### src/rtl/message_receiver.sv
// Serial frame receiver: start bit, DATA_BITS data bits LSB first, one stop bit.
// The line is synchronised, then each bit is sampled at its centre; good frames update msg.
module message_receiver #(
    parameter int BIT_CYCLES = 1024,
    parameter int DATA_BITS  = 6
) (
    input  logic                 clk,
    input  logic                 rst,
    input  logic                 serial_in,
    output logic [DATA_BITS-1:0] msg,
    output logic                 msg_valid,
    output logic                 frame_err,
    output logic                 busy
);
    typedef enum logic [1:0] {IDLE, START, DATA, STOP} state_t;

    localparam logic [9:0] HALF_LAST = 10'(BIT_CYCLES / 2 - 1);
    localparam logic [9:0] BIT_LAST  = 10'(BIT_CYCLES - 1);
    localparam logic [3:0] DATA_LAST = 4'(DATA_BITS - 1);

    state_t               state_reg, state_next;
    logic [9:0]           cnt_reg, cnt_next;
    logic [3:0]           bit_cnt_reg, bit_cnt_next;
    logic [DATA_BITS-1:0] shift_reg, shift_next;
    logic [DATA_BITS-1:0] msg_reg, msg_next;
    logic                 msg_valid_reg, msg_valid_next;
    logic                 frame_err_reg, frame_err_next;
    logic [1:0]           sync_reg;
    logic                 rx_s;

    assign rx_s = sync_reg[1];

    // Synchroniser flops reset high so an idle line never looks like a start bit
    always_ff @(posedge clk or posedge rst) begin
        if (rst) begin
            sync_reg <= 2'b11;
        end else begin
            sync_reg <= {sync_reg[0], serial_in};
        end
    end

    always_ff @(posedge clk or posedge rst) begin
        if (rst) begin
            state_reg     <= IDLE;
            cnt_reg       <= '0;
            bit_cnt_reg   <= '0;
            shift_reg     <= '0;
            msg_reg       <= '0;
            msg_valid_reg <= 1'b0;
            frame_err_reg <= 1'b0;
        end else begin
            state_reg     <= state_next;
            cnt_reg       <= cnt_next;
            bit_cnt_reg   <= bit_cnt_next;
            shift_reg     <= shift_next;
            msg_reg       <= msg_next;
            msg_valid_reg <= msg_valid_next;
            frame_err_reg <= frame_err_next;
        end
    end

    always_comb begin
        state_next     = state_reg;
        cnt_next       = cnt_reg;
        bit_cnt_next   = bit_cnt_reg;
        shift_next     = shift_reg;
        msg_next       = msg_reg;
        msg_valid_next = 1'b0;
        frame_err_next = 1'b0;
        case (state_reg)
            IDLE: begin
                if (!rx_s) begin
                    state_next = START;
                    cnt_next   = '0;
                end
            end
            START: begin
                // Mid-start-bit check rejects glitches shorter than half a bit
                if (cnt_reg == HALF_LAST) begin
                    cnt_next = '0;
                    if (!rx_s) begin
                        state_next   = DATA;
                        bit_cnt_next = '0;
                    end else begin
                        state_next = IDLE;
                    end
                end else begin
                    cnt_next = cnt_reg + 10'd1;
                end
            end
            DATA: begin
                if (cnt_reg == BIT_LAST) begin
                    shift_next   = {rx_s, shift_reg} >> 1;
                    cnt_next     = '0;
                    bit_cnt_next = bit_cnt_reg + 4'd1;
                    if (bit_cnt_reg == DATA_LAST) begin
                        state_next = STOP;
                    end
                end else begin
                    cnt_next = cnt_reg + 10'd1;
                end
            end
            STOP: begin
                if (cnt_reg == BIT_LAST) begin
                    cnt_next   = '0;
                    state_next = IDLE;
                    if (rx_s) begin
                        msg_next       = shift_reg;
                        msg_valid_next = 1'b1;
                    end else begin
                        frame_err_next = 1'b1;
                    end
                end else begin
                    cnt_next = cnt_reg + 10'd1;
                end
            end
            default: begin
                state_next = IDLE;
                cnt_next   = '0;
            end
        endcase
    end

    assign msg       = msg_reg;
    assign msg_valid = msg_valid_reg;
    assign frame_err = frame_err_reg;
    assign busy      = (state_reg != IDLE);
endmodule

### config.mk
export PLATFORM = sky130hd
export DESIGN_NAME = message_receiver
export DESIGN_NICKNAME = d
export VERILOG_FILES = /design/src/rtl/message_receiver.sv
export SDC_FILE = /design/constraint.sdc
export NUM_CORES = 1
export LEC_CHECK = 0
export ABC_AREA = 1
export ABC_CLOCK_PERIOD_IN_PS = 1500
export CORE_MARGIN = 4
export CORE_UTILIZATION = 57
export CTS_CLUSTER_DIAMETER = 80
export DETAILED_ROUTE_END_ITERATION = 6
export PLACE_DENSITY = 0.78
export RECOVER_POWER = 25
export SLEW_MARGIN = 15
export SYNTH_ARGS = -nofsm -noshare
export SYNTH_HDL_FRONTEND = slang
export SYNTH_SLANG_ARGS = --single-unit
### constraint.sdc
create_clock -name clk -period 1.5 [get_ports clk]
set_input_delay 0.3 -clock clk [delete_from_list [all_inputs] [get_ports clk]]
set_output_delay 0.3 -clock clk [all_outputs]
set_load 0.05 [all_outputs]
==> flow_summary.yaml <==
clock_tree:
  clk_pin_slew_ns: 0.10
  insertion_delay_ns: 0.33
  htreeDepth: 2
  clockRootBuffer: "clkbuf_4"
  cts_hold_buf: 0
  cts_buffers: 5
  cts_tree: "yes"
  cts_sinks: 32
  ctsLongestPathBuffers: 2
synthesis:
  async_reset_ff_share_pct: 100.0
  ys_warn_count: 0
  synth_edf_count: 0
  yosys.area.top_type: "dfrtp_1"
  synth_area_leaders: "dfrtp_1 46%, nand2_1 13%, o21ai_2 5.9%"
  synthTopCellsByCount: "55 x nand2_1, 30 x dfrtp_1, 24 x inv_1, 12 x nand3_1, 11 x o21ai_2"
  synth-seq-area-share_pct: 49.50
  syn-instance-count: 188
  avgSynthCellArea_um2: 8.632
  synth_top_area_share_pct: 46.26
  synth_seq_cells: 32
  synth_most_common_cell: "nand2_1"
  syn_nets: 194
  synth_area_um2: 1623
  synth_ff_type: "dfrtp_1"
  synth_cell_types: 27
min_path:
  min_from: "sync_reg[0]"
  hold_depth: 0
  whs_endpoint: "sync_reg[1]"
  hold_class: "reg -> reg"
timing:
  maxSlewViolCount: 0
  rsz0062_at_grt: "yes"
  period_needed_ns: 1.513
  worst_slew_pin_slew_ns: 0.5450
  final-setup-viol-count: 5
  skew_ns: 0.01365
  finalCritPeriodShare_pct: 100.9
  final.setup.worst_slack_ns: -0.01309
  max_freq_mhz: 660.9
  hold_viol: 0
  slew_headroom_pct: 63.67
placed_design:
  port_buffers: 11
  gp_congestion: 0.8969
  dp_hpwl_um: 2353
  place_ws_ns: -0.01617
setup_path:
  reg2reg_depth: 9
  r2r_end: "shift_reg[2]"
  cp-start-kind: "flip-flop"
  reg2reg_slack_ns: -0.01
  reg2reg_from: "cnt_reg[1]"
  end_kind: "flip-flop"
  critPathArrivalTime_ns: 1.75
  crit_type: "reg -> reg"
  required_ns: 1.73
  path_max_fanout: 6
power_and_ir_drop:
  pwr_density_cell_nw_per_um2: 772.8
  ir_drop_mv: 0.8211
  leakagePower_nw: 1.026
routing:
  drt-pass1-iter-count: 5
  vias_per_cell: 5.466
  num_vias: 1350
  routed_wl_um: 3419
  ant_nets: 0
  drtIter0Drc: 94
  drc: 0
  routedWlPerCell_um: 13.84
floorplanning:
  rows: 19
  pin_count: 12
  core_area_um2: 2734
  die-area_um2: 3764
  die_w_um: 61.36
  initial_core_util_pct: 59.36
  die_y_um: 61.36
final_layout:
  area_growth_pct: 30.07
  layout-drive-gt1-share_pct: 33.80
  multiInputGateArea_um2: 749.5
  register_area_um2: 805.8
  antenna_cells: 0
  largest_register_ffs: 10
  fin_util_pct: 77.21
  n_fill_cell: 163
  final_nets: 221
global_routing:
  gr-usage-all-layers_pct: 19.48
  grt_pass1_vias: 1225
  gr-total-overflow: 0
  grt_antenna_before_repair: 0
  grt_start_max_net_pins: 23
  grt_pass1_wl_um: 5264
run_status:
  violations: "setup timing"
  status: "finished, violations left"
run:
  drv_cap: 0
[through the flow]
step / hold WS [ns] / std cells / instance area (um^2) / TNS, ns / power (mW)
5_1_grt: 0.3741 / 247 / 2111 / -1.257 / 1.681
3_3_place_gp: 0.3466 / 234 / 1897 / 0 / 0.9161
6_report: 0.3644 / 247 / 2111 / -0.04695 / 1.631
3_5_place_dp: 0.3513 / 234 / 1897 / -0.01617 / 0.9164
4_1_cts: 0.2656 / 243 / 2016 / 0 / 1.636
2_1_floorplan: 0.3045 / 188 / 1623 / 0 / 0.9014
[worst max-delay path by stage]
stage                     from      endpoint  slack, ns  cells past startpoint
floorplan           cnt_reg[0]  shift_reg[1]       0.12                      9
detailed placement  cnt_reg[1]        msg[0]      -0.02                      9
global placement    cnt_reg[0]        msg[0]       0.09                      9
global route        cnt_reg[1]  shift_reg[4]      -0.08                      9
CTS                 cnt_reg[1]  shift_reg[5]      0.004                      9
finish              cnt_reg[1]  shift_reg[2]      -0.01                      9
[per-layer routing]
metal	up-vias	routed length [um]	GRT usage [%]
met4	0	60	8.485
met5	-	0	0
met1	661	1411	22.93
met2	37	1772	32.33
li1	643	-	-
met3	9	174	6.709
[cells in the final DEF (no fill, tap or decap), types with 5 or more instances in the layout]
master    netlist  final
o21ai_2        11     11
clkbuf_4        0      5
inv_1          24     22
nand3_1        12     10
nand2_2         7     10
nand2_4         0      5
xor2_1          6      6
buf_4           0      7
nor2_1         10      9
nand2_1        55     47
buf_12          0     10
dfrtp_1        30     28
o21ai_0         7      6
[what timing repair did]
action	in CTS	in global routing
gates cloned	0	1
pin swaps	1	6
gates resized for setup	6	19
setup buffers	1	3
endpoints found under the setup margin	17	22
[cell families after synthesis]
logic type      after synthesis  share of synthesized area (%)
compound gates               22                          9.560
xor+xnor                      7                          3.778
fa+ha+maj                     3                          2.313
buf+inv                      30                          8.019
flops                        32                          49.50
simple gates                 94                          26.83
[where the power goes]
| group | switching (mW) | internal [mW] |
|---|---|---|
| sequential | 0.00177 | 0.867 |
| clock | 0.293 | 0.443 |
| combinational | 0.0212 | 0.00598 |
[area by class of cell]
cell class	instances	area share (%)
tap	31	1.838
timing repair buffer	22	14.52
clock buffer	7	3.082
clock inverter	1	1.423
inverter	28	5.453
multi-input combinational	126	35.51
sequential	32	38.17
[critical path: stages (launching register included)]
cell and delay, ns:
dfrtp_1 0.37, ha_2 0.20, nand2_2 0.08, nor2_4 0.17
nand4_4 0.16, clkinv_4 0.11, nand2_4 0.07, buf_12 0.15
nand2_2 0.06, o21ai_2 0.05
Power figures use the tool's default switching activity.
